**src/rtl/pipe_scoreboard_if.sv**
```systemverilog
// pipe_scoreboard_if: decode/writeback/flush handshake bundle for pipe_scoreboard.
//   issue_*      decode-side instruction descriptor and its ready/stall answer
//   wb_*         one retiring write per cycle from writeback
//   kill_*       one killed in-flight write per cycle from flush
// Modports: master = pipeline side (drives issue/wb/kill), slave = scoreboard.
interface pipe_scoreboard_if #(
    parameter int unsigned REG_AW = 5
);
    logic              issue_valid;
    logic [REG_AW-1:0] issue_rs1;
    logic              issue_rs1_use;
    logic [REG_AW-1:0] issue_rs2;
    logic              issue_rs2_use;
    logic [REG_AW-1:0] issue_rd;
    logic              issue_rd_wr;
    logic              issue_long;
    logic              issue_ready;
    logic              stall;
    logic              wb_valid;
    logic [REG_AW-1:0] wb_rd;
    logic              kill_valid;
    logic [REG_AW-1:0] kill_rd;

    modport master (
        output issue_valid, issue_rs1, issue_rs1_use, issue_rs2, issue_rs2_use,
        output issue_rd, issue_rd_wr, issue_long,
        output wb_valid, wb_rd, kill_valid, kill_rd,
        input  issue_ready, stall
    );

    modport slave (
        input  issue_valid, issue_rs1, issue_rs1_use, issue_rs2, issue_rs2_use,
        input  issue_rd, issue_rd_wr, issue_long,
        input  wb_valid, wb_rd, kill_valid, kill_rd,
        output issue_ready, stall
    );
endinterface

```
**src/rtl/pipe_scoreboard.sv**
```systemverilog
// pipe_scoreboard: per-register in-flight write counter between decode and execute.
// Ports:
//   clk, rst     clock, synchronous active-high reset
//   sb           pipe_scoreboard_if.slave (issue / wb / kill handshake, issue_ready, stall)
//   busy_mask    registered, bit r set while register r has outstanding writes
//   err          sticky, set by a retire/kill to a register with no outstanding write
// Build option: define PIPE_SB_FWD_EN when execute forwards single-cycle results;
// readers then only block on multi-cycle producers. Default blocks on any pending write.
module pipe_scoreboard #(
    parameter int unsigned NUM_REGS = 32,
    parameter int unsigned REG_AW   = 5,
    parameter int unsigned MAX_PEND = 3,
    parameter int unsigned CNT_W    = 2
) (
    input  logic                clk,
    input  logic                rst,
    pipe_scoreboard_if.slave    sb,
    output logic [NUM_REGS-1:0] busy_mask,
    output logic                err
);

    logic [NUM_REGS-1:0][CNT_W-1:0] count_q, count_d;
    logic [NUM_REGS-1:0]            long_q, long_d;
    logic [NUM_REGS-1:0]            busy_q, busy_d;
    logic                           err_q, err_d;

    // Per-register "blocks a reader" vector.
    logic [NUM_REGS-1:0] read_blk;
`ifdef PIPE_SB_FWD_EN
    assign read_blk = long_q;
`else
    assign read_blk = busy_q;
`endif

    logic rs1_blk, rs2_blk, rd_full, rd_long;
    logic fire;

    // Address decode by compare so out-of-range addresses simply never match.
    // Loops start at 1: x0 never blocks and is never tracked.
    always_comb begin
        rs1_blk = 1'b0;
        rs2_blk = 1'b0;
        rd_full = 1'b0;
        rd_long = 1'b0;
        for (int r = 1; r < int'(NUM_REGS); r++) begin
            if (sb.issue_rs1 == REG_AW'(r)) rs1_blk = read_blk[r];
            if (sb.issue_rs2 == REG_AW'(r)) rs2_blk = read_blk[r];
            if (sb.issue_rd == REG_AW'(r)) begin
                rd_full = (count_q[r] == CNT_W'(MAX_PEND));
                rd_long = long_q[r];
            end
        end
    end

    assign sb.issue_ready = !(sb.issue_rs1_use && rs1_blk) &&
                            !(sb.issue_rs2_use && rs2_blk) &&
                            !(sb.issue_rd_wr && (rd_full || rd_long));
    assign sb.stall       = sb.issue_valid && !sb.issue_ready;
    assign fire           = sb.issue_valid && sb.issue_ready;

    logic             inc;
    logic [1:0]       dec;
    logic [CNT_W:0]   sum;

    always_comb begin
        count_d = count_q;
        long_d  = long_q;
        busy_d  = '0;
        err_d   = err_q;
        inc     = 1'b0;
        dec     = '0;
        sum     = '0;
        for (int r = 1; r < int'(NUM_REGS); r++) begin
            inc = fire && sb.issue_rd_wr && (sb.issue_rd == REG_AW'(r));
            dec = {1'b0, sb.wb_valid && (sb.wb_rd == REG_AW'(r))} +
                  {1'b0, sb.kill_valid && (sb.kill_rd == REG_AW'(r))};
            sum = {1'b0, count_q[r]} + (CNT_W + 1)'(inc);
            if ((CNT_W + 1)'(dec) > sum) begin
                // Retire without a matching pending write: clamp and flag.
                count_d[r] = '0;
                err_d      = 1'b1;
            end else begin
                count_d[r] = CNT_W'(sum - (CNT_W + 1)'(dec));
            end
            // long tracks the youngest producer; it dies with the last pending write.
            if (inc) begin
                long_d[r] = sb.issue_long;
            end else if (count_d[r] == '0) begin
                long_d[r] = 1'b0;
            end
            busy_d[r] = (count_d[r] != '0);
        end
    end

    always_ff @(posedge clk) begin
        if (rst) begin
            count_q <= '0;
            long_q  <= '0;
            busy_q  <= '0;
            err_q   <= 1'b0;
        end else begin
            count_q <= count_d;
            long_q  <= long_d;
            busy_q  <= busy_d;
            err_q   <= err_d;
        end
    end

    assign busy_mask = busy_q;
    assign err       = err_q;

endmodule

```
**src/flat_wrapper.sv**
```systemverilog
// flat-port wrapper written by rule: the top's interface ports become plain ports
module pipe_scoreboard_flat 
#(
    parameter int unsigned NUM_REGS = 32,
    parameter int unsigned REG_AW   = 5,
    parameter int unsigned MAX_PEND = 3,
    parameter int unsigned CNT_W    = 2
)
  (clk, rst, busy_mask, err, sb_issue_valid, sb_issue_rs1, sb_issue_rs1_use, sb_issue_rs2, sb_issue_rs2_use, sb_issue_rd, sb_issue_rd_wr, sb_issue_long, sb_wb_valid, sb_wb_rd, sb_kill_valid, sb_kill_rd, sb_issue_ready, sb_stall);
  pipe_scoreboard_if #(.REG_AW(REG_AW)) sb_i ();
  input  logic clk;
  input  logic rst;
  output logic [NUM_REGS-1:0] busy_mask;
  output logic err;
  input wire logic [$bits(sb_i.issue_valid)-1:0] sb_issue_valid;
  input wire logic [$bits(sb_i.issue_rs1)-1:0] sb_issue_rs1;
  input wire logic [$bits(sb_i.issue_rs1_use)-1:0] sb_issue_rs1_use;
  input wire logic [$bits(sb_i.issue_rs2)-1:0] sb_issue_rs2;
  input wire logic [$bits(sb_i.issue_rs2_use)-1:0] sb_issue_rs2_use;
  input wire logic [$bits(sb_i.issue_rd)-1:0] sb_issue_rd;
  input wire logic [$bits(sb_i.issue_rd_wr)-1:0] sb_issue_rd_wr;
  input wire logic [$bits(sb_i.issue_long)-1:0] sb_issue_long;
  input wire logic [$bits(sb_i.wb_valid)-1:0] sb_wb_valid;
  input wire logic [$bits(sb_i.wb_rd)-1:0] sb_wb_rd;
  input wire logic [$bits(sb_i.kill_valid)-1:0] sb_kill_valid;
  input wire logic [$bits(sb_i.kill_rd)-1:0] sb_kill_rd;
  output wire logic [$bits(sb_i.issue_ready)-1:0] sb_issue_ready;
  output wire logic [$bits(sb_i.stall)-1:0] sb_stall;
  assign sb_i.issue_valid = sb_issue_valid;
  assign sb_i.issue_rs1 = sb_issue_rs1;
  assign sb_i.issue_rs1_use = sb_issue_rs1_use;
  assign sb_i.issue_rs2 = sb_issue_rs2;
  assign sb_i.issue_rs2_use = sb_issue_rs2_use;
  assign sb_i.issue_rd = sb_issue_rd;
  assign sb_i.issue_rd_wr = sb_issue_rd_wr;
  assign sb_i.issue_long = sb_issue_long;
  assign sb_i.wb_valid = sb_wb_valid;
  assign sb_i.wb_rd = sb_wb_rd;
  assign sb_i.kill_valid = sb_kill_valid;
  assign sb_i.kill_rd = sb_kill_rd;
  assign sb_issue_ready = sb_i.issue_ready;
  assign sb_stall = sb_i.stall;
  pipe_scoreboard #(.NUM_REGS(NUM_REGS), .REG_AW(REG_AW), .MAX_PEND(MAX_PEND), .CNT_W(CNT_W)) u_core (.clk(clk), .rst(rst), .sb(sb_i), .busy_mask(busy_mask), .err(err));
endmodule
```
**config.mk**
```make
export PLATFORM = sky130hd
export DESIGN_NAME = pipe_scoreboard_flat
export DESIGN_NICKNAME = d
export VERILOG_FILES = /design/src/rtl/pipe_scoreboard_if.sv /design/src/rtl/pipe_scoreboard.sv /design/src/flat_wrapper.sv
export SDC_FILE = /design/constraint.sdc
export NUM_CORES = 1
export LEC_CHECK = 0
export CAP_MARGIN = 20
export CORE_UTILIZATION = 55
export CTS_CLUSTER_SIZE = 28
export DETAILED_ROUTE_END_ITERATION = 6
export DONT_BUFFER_PORTS = 1
export PLACE_DENSITY = 0.7
export SYNTH_ARGS = -nofsm -noshare
export SYNTH_HDL_FRONTEND = slang
export SYNTH_SLANG_ARGS = --single-unit
```
**constraint.sdc**
```tcl
create_clock -name clk -period 6.2 [get_ports clk]
set_clock_uncertainty 0.2 [all_clocks]
set_input_delay 1.24 -clock clk [delete_from_list [all_inputs] [get_ports clk]]
set_output_delay 1.24 -clock clk [all_outputs]
set_load 0.02 [all_outputs]
```
=== Word level (Yosys, flattened, before mapping) ===
Cells that the tools add are included.

* Word-level logic and storage cells: 823
* Input bits: 34
* Output and inout port bits: 35
* Register bits: 126

* Multiplexer cells: 248
* Equal/unequal tests: 186
* Reductions and logical operators: 200
* $add $sub $neg: 93
* Magnitude comparators: 31

{| class="wikitable"
|+ Operators with widths
! operator !! number
|-
| equality test 5 bit, second input constant || 80
|-
| 2-to-1 mux 1 bit || 217
|-
| equality test 5 x 4 -> 1 bit, second input constant || 40
|-
| nonzero test 2 bit || 62
|-
| logical AND 1 bit || 101
|-
| equality test 5 x 3 -> 1 bit, second input constant || 20
|-
| adder 2 x 1 -> 3 bit || 31
|-
| > comparator 2 x 3 -> 1 bit || 31
|-
| adder 1 x 1 -> 2 bit || 31
|-
| equality test 2 bit, second input constant || 31
|-
| zero test 2 bit || 31
|-
| 2-to-1 mux 2 bit || 31
|-
| subtractor 2 bit || 31
|-
| equality test 5 x 2 -> 1 bit, second input constant || 10
|-
| nonzero test 31 bit || 1
|-
| equality test 5 x 1 -> 1 bit, second input constant || 5
|-
| zero test 1 bit || 4
|-
| logical OR 1 bit || 1
|}

=== Longest topological paths before layout ===
* Word-level depth: 72
* Mapped depth: 23
* Mapped depth without buffers: 19

=== Least setup slack after synthesis ===
Ideal clock, no wire load.

* Path kind: input-to-reg
* From: input sb_issue_rd[2]
* To: register u_core.busy_q[7] (netlist: u_core.busy_mask[7])
* Path slack: 1066 ps
* Buffers on the path: 2
* Required time: 5877 ps
* Library setup time: 123 ps
* Stages: 18
* Data arrival time: 4810 ps
* Cell sequence: clkbuf_1 > or4b_1 > or2_2 > a2111oi_0 > a32oi_1 > o21a_2 > nand2_2 > buf_2 > nor3_1 > ha_1 > ha_1 > inv_1 > ha_1 > a21oi_1 > or3_1 > a31oi_1 > nor2_1 > or2_2

* Cells in the longest elaborated chain, start to end: 43
* Elaborated cells between the ends (all ways): 105
* Those cells by class: add/sub: 2; order compare: 1; eq/ne: 31; mux: 63; reduce/logical: 8

{| class="wikitable"
|+ RTL lines
! item !! line !! text
|-
| from (decl) || flat_wrapper.sv:20 || <nowiki>input wire logic [$bits(sb_i.issue_rd)-1:0] sb_issue_rd;</nowiki>
|-
| equality test 5 x 1 -> 1 bit || pipe_scoreboard.sv:48 || <nowiki>if (sb.issue_rd == REG_AW'(r)) begin</nowiki>
|-
| 2-to-1 mux 1 bit (31 in series) || pipe_scoreboard.sv:48 ||
|-
| logical OR 1 bit || pipe_scoreboard.sv:57 || <nowiki>!(sb.issue_rd_wr && (rd_full || rd_long));</nowiki>
|-
| logical AND 1 bit || pipe_scoreboard.sv:57 ||
|-
| zero test 1 bit || pipe_scoreboard.sv:57 ||
|-
| logical AND 1 bit || pipe_scoreboard.sv:56 || <nowiki>!(sb.issue_rs2_use && rs2_blk) &&</nowiki>
|-
| logical AND 1 bit || pipe_scoreboard.sv:59 || <nowiki>assign fire = sb.issue_valid && sb.issue_ready;</nowiki>
|-
| logical AND 1 bit || pipe_scoreboard.sv:74 || <nowiki>inc = fire && sb.issue_rd_wr && (sb.issue_rd == REG_AW'(r));</nowiki>
|-
| logical AND 1 bit * || pipe_scoreboard.sv:74 ||
|-
| adder 2 x 1 -> 3 bit * || pipe_scoreboard.sv:77 || <nowiki>sum = {1'b0, count_q[r]} + (CNT_W + 1)'(inc);</nowiki>
|-
| > comparator 2 x 3 -> 1 bit or subtractor 2 bit (tied branches) || pipe_scoreboard.sv:78, pipe_scoreboard.sv:83 ||
|-
| 2-to-1 mux 2 bit * || pipe_scoreboard.sv:78 || <nowiki>if ((CNT_W + 1)'(dec) > sum) begin</nowiki>
|-
| nonzero test 2 bit * || pipe_scoreboard.sv:91 || <nowiki>busy_d[r] = (count_d[r] != '0);</nowiki>
|-
| to (signal assigned) || pipe_scoreboard.sv:104 || <nowiki>busy_q <= busy_d;</nowiki>
|-
| to (decl) || pipe_scoreboard.sv:24 || <nowiki>logic [NUM_REGS-1:0] busy_q, busy_d;</nowiki>
|}

Every way passes the cells marked *; elsewhere a longest branch is shown, timed or not.
A chain may end at the register's enable or synchronous reset.

=== Worst setup path after layout ===
* From: input sb_issue_rd[1]
* To: register u_core.err_q (netlist: u_core.err)

* Cells in the longest elaborated chain, start to end: 71
* Elaborated cells between the ends (all ways): 223
* Those cells by class: add/sub: 31; order compare: 31; eq/ne: 31; mux: 92; reduce/logical: 38

{| class="wikitable"
|+ RTL lines
! item !! line !! text
|-
| equality test 5 x 1 -> 1 bit || pipe_scoreboard.sv:48, pipe_scoreboard.sv:74 ||
|-
| 2-to-1 mux 1 bit (31 in series) || pipe_scoreboard.sv:48 ||
|-
| logical OR 1 bit || pipe_scoreboard.sv:57 ||
|-
| logical AND 1 bit || pipe_scoreboard.sv:57 ||
|-
| zero test 1 bit || pipe_scoreboard.sv:57 ||
|-
| logical AND 1 bit || pipe_scoreboard.sv:56 ||
|-
| logical AND 1 bit || pipe_scoreboard.sv:59 ||
|-
| logical AND 1 bit (2 in series) || pipe_scoreboard.sv:74 ||
|-
| adder 2 x 1 -> 3 bit || pipe_scoreboard.sv:77 ||
|-
| > comparator 2 x 3 -> 1 bit || pipe_scoreboard.sv:78 ||
|-
| 2-to-1 mux 1 bit (30 in series) || pipe_scoreboard.sv:78 ||
|-
| to (signal assigned) || pipe_scoreboard.sv:105 || <nowiki>err_q <= err_d;</nowiki>
|-
| to (decl) || pipe_scoreboard.sv:25 || <nowiki>logic err_q, err_d;</nowiki>
|}

Several ways; a longest one is shown, not always the timed one.

==> flow_summary_export.csv <==
group,metric,value,unit
status,status,"finished, final reports clean",
placed_design,gp_congestion,0.917,
routing,drc,0,
global_route,use_met2,53.1,%
floorplan,die-area,0.0203,mm2
synth,async_reset_ff_share,0,%
clocking,cts.clk_slew.worst_paths,70,ps
sta,relSlewSlack,43.5,%
placed_design,postPlaceCellArea,0.0110,mm2
synth,seq_area_frac_synth,23.1,%
clocking,cts-resized-gates,0,
sta,tightest_slew,848,ps
clocking,root_buffer,"clkbuf_16",
synth,synth_edf_count,0,
synth,syn_avg_cell_area,7.69,um2
critical_path,path_cells,"or4b_1 > o22ai_1 > a2111oi_2 > a2111oi_0 > a32oi_1 > o21a_2 > nand2_2 > buf_4 > nor2_1 > ha_1 > ha_1 > inv_1 > ha_1 > a21oi_1 > nor2_1 > a22oi_1 > nand4_1 > nor4_1 > nor2_1",
routing,first_iter_violations,792,
critical_path,crit_fanout,34,
clocking,hold_buffers,0,
critical_path,required,6320,ps
floorplan,pin_count,69,
cells_and_area,fin_nets,1599,
global_route,grtUsageMet1,42.0,%
sta,period_needed,5490,ps
synth,synth_cell_type_count,82,
synth,ys.warnings.count,0,
sta,setup_viol,0,
placed_design,dp.cells,1625,
sta,hold_viol,0,
cells_and_area,seqCellArea,0.00250,mm2
worst_hold_path,min_path_type,"register to register",
routing,vias,10180,
critical_path,critPathKind,"input port to register",
cells_and_area,syn2layout_area_growth,6.20,%
clocking,cts_made_buffers,17,
global_route,grt_busiest_layer,"met2",
cells_and_area,drive_above_1_share,8.48,%
global_route,grt_max_degree,96,
sta,max_freq,0.182,GHz
sta,worst_slack,708,ps
routing,vias_per_cell,6.14,
cells_and_area,stdcell_count,1657,
flow_run,maxCapViolCount,0,
cells_and_area,utilization,59.4,%
clocking,cts_tree,"built",
power,ir_drop,0.151,mV
sta,tns,0,ps
placed_design,port_buffers,0,
global_route,grt_pass1_wl,50700,um
synth,synth_area,0.0108,mm2
routing,ant_nets,0,
cells_and_area,diodes,0,
global_route,antenna_found_initial,3,
routing,wl_per_cell,20.0,um
sta,timing.final.crit_share,88.6,%
clocking,cts.sinks,125,
clocking,cts_setup_buffers,0,
cells_and_area,layout_common_cells,"nor2_1 (194), ha_1 (186), inv_1 (153), dfxtp_1 (125), nor3_1 (90)",
power,finalPower,2.00,mW
power,leakagePower,5.00,nW
global_route,grt_pass1_vias,9283,
critical_path,critPathCaptureType,"register",
cells_and_area,final_cell_area,0.0115,mm2
critical_path,arrival,5610,ps
global_route,grt.overflow.total,0,
cells_and_area,final_common_cell,"nor2_1",
routing,firstDrtPassIters,7,
sta,rsz0062_at_grt,"no",
routing,routed_wl,33200,um
clocking,clockBufferDepth,2,
floorplan,std_cell_rows,51,
global_route,track_usage,33.2,%
placed_design,place_hpwl,25200,um
synth,postSynthCellCount,1410,
floorplan,die_h,142,um
placed_design,dpl_worst_slack,439,ps
cells_and_area,num-fill-cells,1830,
critical_path,start_kind,"input port",
synth,synthFlopType,"dfxtp_1",
global_route,grt_use_met3,9.15,%
floorplan,start_util,55.9,%
power,p_per_area,174,mW/mm2
clocking,clock_latency,440,ps
clocking,htree_levels,4,
sta,final-max-slew-violation-count,0,
floorplan,fp.dieW,142,um
sta,hold_ws,259,ps
critical_path,cpPeakStageDelay,520,ps
critical_path,cp_slowest_cell,"or4b_1",
synth,syn_nets,1630,
synth,ys_ff_latch,125,
floorplan,core,0.0194,mm2
cells_and_area,multiInputGateArea,0.00750,mm2
-- registers in the layout, summed over array words and instances (netlist names) --
signal            cells
u_core.count_q       62
u_core.busy_mask     31
u_core.long_q        31
u_core.err            1
-- critical path, delay by kind of cell --
kind	cells	cell delay (ps)
AOI/OAI and AO/OA	7	1630
buffers and inverters	2	360
and+or+nand+nor	7	1520
adders and majority gates	3	810
-- area by class of cell --
class / count / area share [%]
clock buffers: 18 / 3.81
clock inverters: 14 / 1.09
well taps: 265 / 2.88
repair buffers: 7 / 0.456
multi-input cells: 1075 / 65.1
inverters: 153 / 4.98
flip-flops and latches: 125 / 21.7
-- worst paths after layout --
kind | from | cells past startpoint | end | slack (ps)
setup / recovery | sb_issue_rd[1] | 19 | u_core.err | 710
hold / removal | u_core.long_q[30] | 2 | u_core.long_q[30] | 260
setup reg to reg | u_core.busy_mask[13] | 19 | u_core.err | 1130
hold reg to reg | u_core.long_q[30] | 2 | u_core.long_q[30] | 260
-- kinds of logic after synthesis --
logic type	after synthesis	share of synthesized area (%)
AO/OA/AOI/OAI	283	18.3
adder cells (fa/ha/maj)	186	21.5
buffers and inverters	210	7.83
flip-flops	125	23.1
multiplexers	18	2.09
other	1	0.0346
AND/OR/NAND/NOR	587	27.2
-- cells in the mapped netlist (4+ instances only) --
cell	instances	area [um2]
nor3_1	90	450
a31oi_1	16	100
o31ai_2	14	175
or2_2	36	225
inv_1	153	574
nand3_1	46	230
nor2b_1	22	138
o21ai_0	46	230
or3_1	17	106
or3b_2	6	52.6
buf_4	4	30.0
o211ai_1	8	60.1
ha_1	186	2330
clkbuf_1	30	113
mux2_2	7	78.8
nand2_1	83	312
o21bai_1	4	30.0
nand4_1	12	75.1
o31ai_1	7	52.6
nand3b_1	28	210
and3_1	4	25.0
buf_2	19	95.1
nand2b_1	15	93.8
o21a_1	17	128
nor2_1	194	728
and3b_1	4	35.0
nor3b_1	8	60.1
o311a_1	8	80.1
a21oi_1	78	390
a22oi_1	16	120
mux2i_1	8	80.1
dfxtp_1	125	2500
o22ai_1	13	81.3
a211oi_1	6	45.0
a2111oi_0	6	52.6
-- per-layer routing --
metal	share of wire (%)	up-vias
met1	42	4730
li1	-	4906
met3	9.6	76
met5	0.039	-
met2	45	466
met4	3.3	2
-- report_power, final --
| group | leakage (nW) | internal, mW | total, mW | switching, mW |
|---|---|---|---|---|
| Sequential | 1.01 | 0.809 | 0.821 | 0.0117 |
| Clock | 0.273 | 0.536 | 0.961 | 0.425 |
| Combinational | 3.72 | 0.0783 | 0.220 | 0.141 |
No activity file was read; power rests on OpenSTA's default activity.
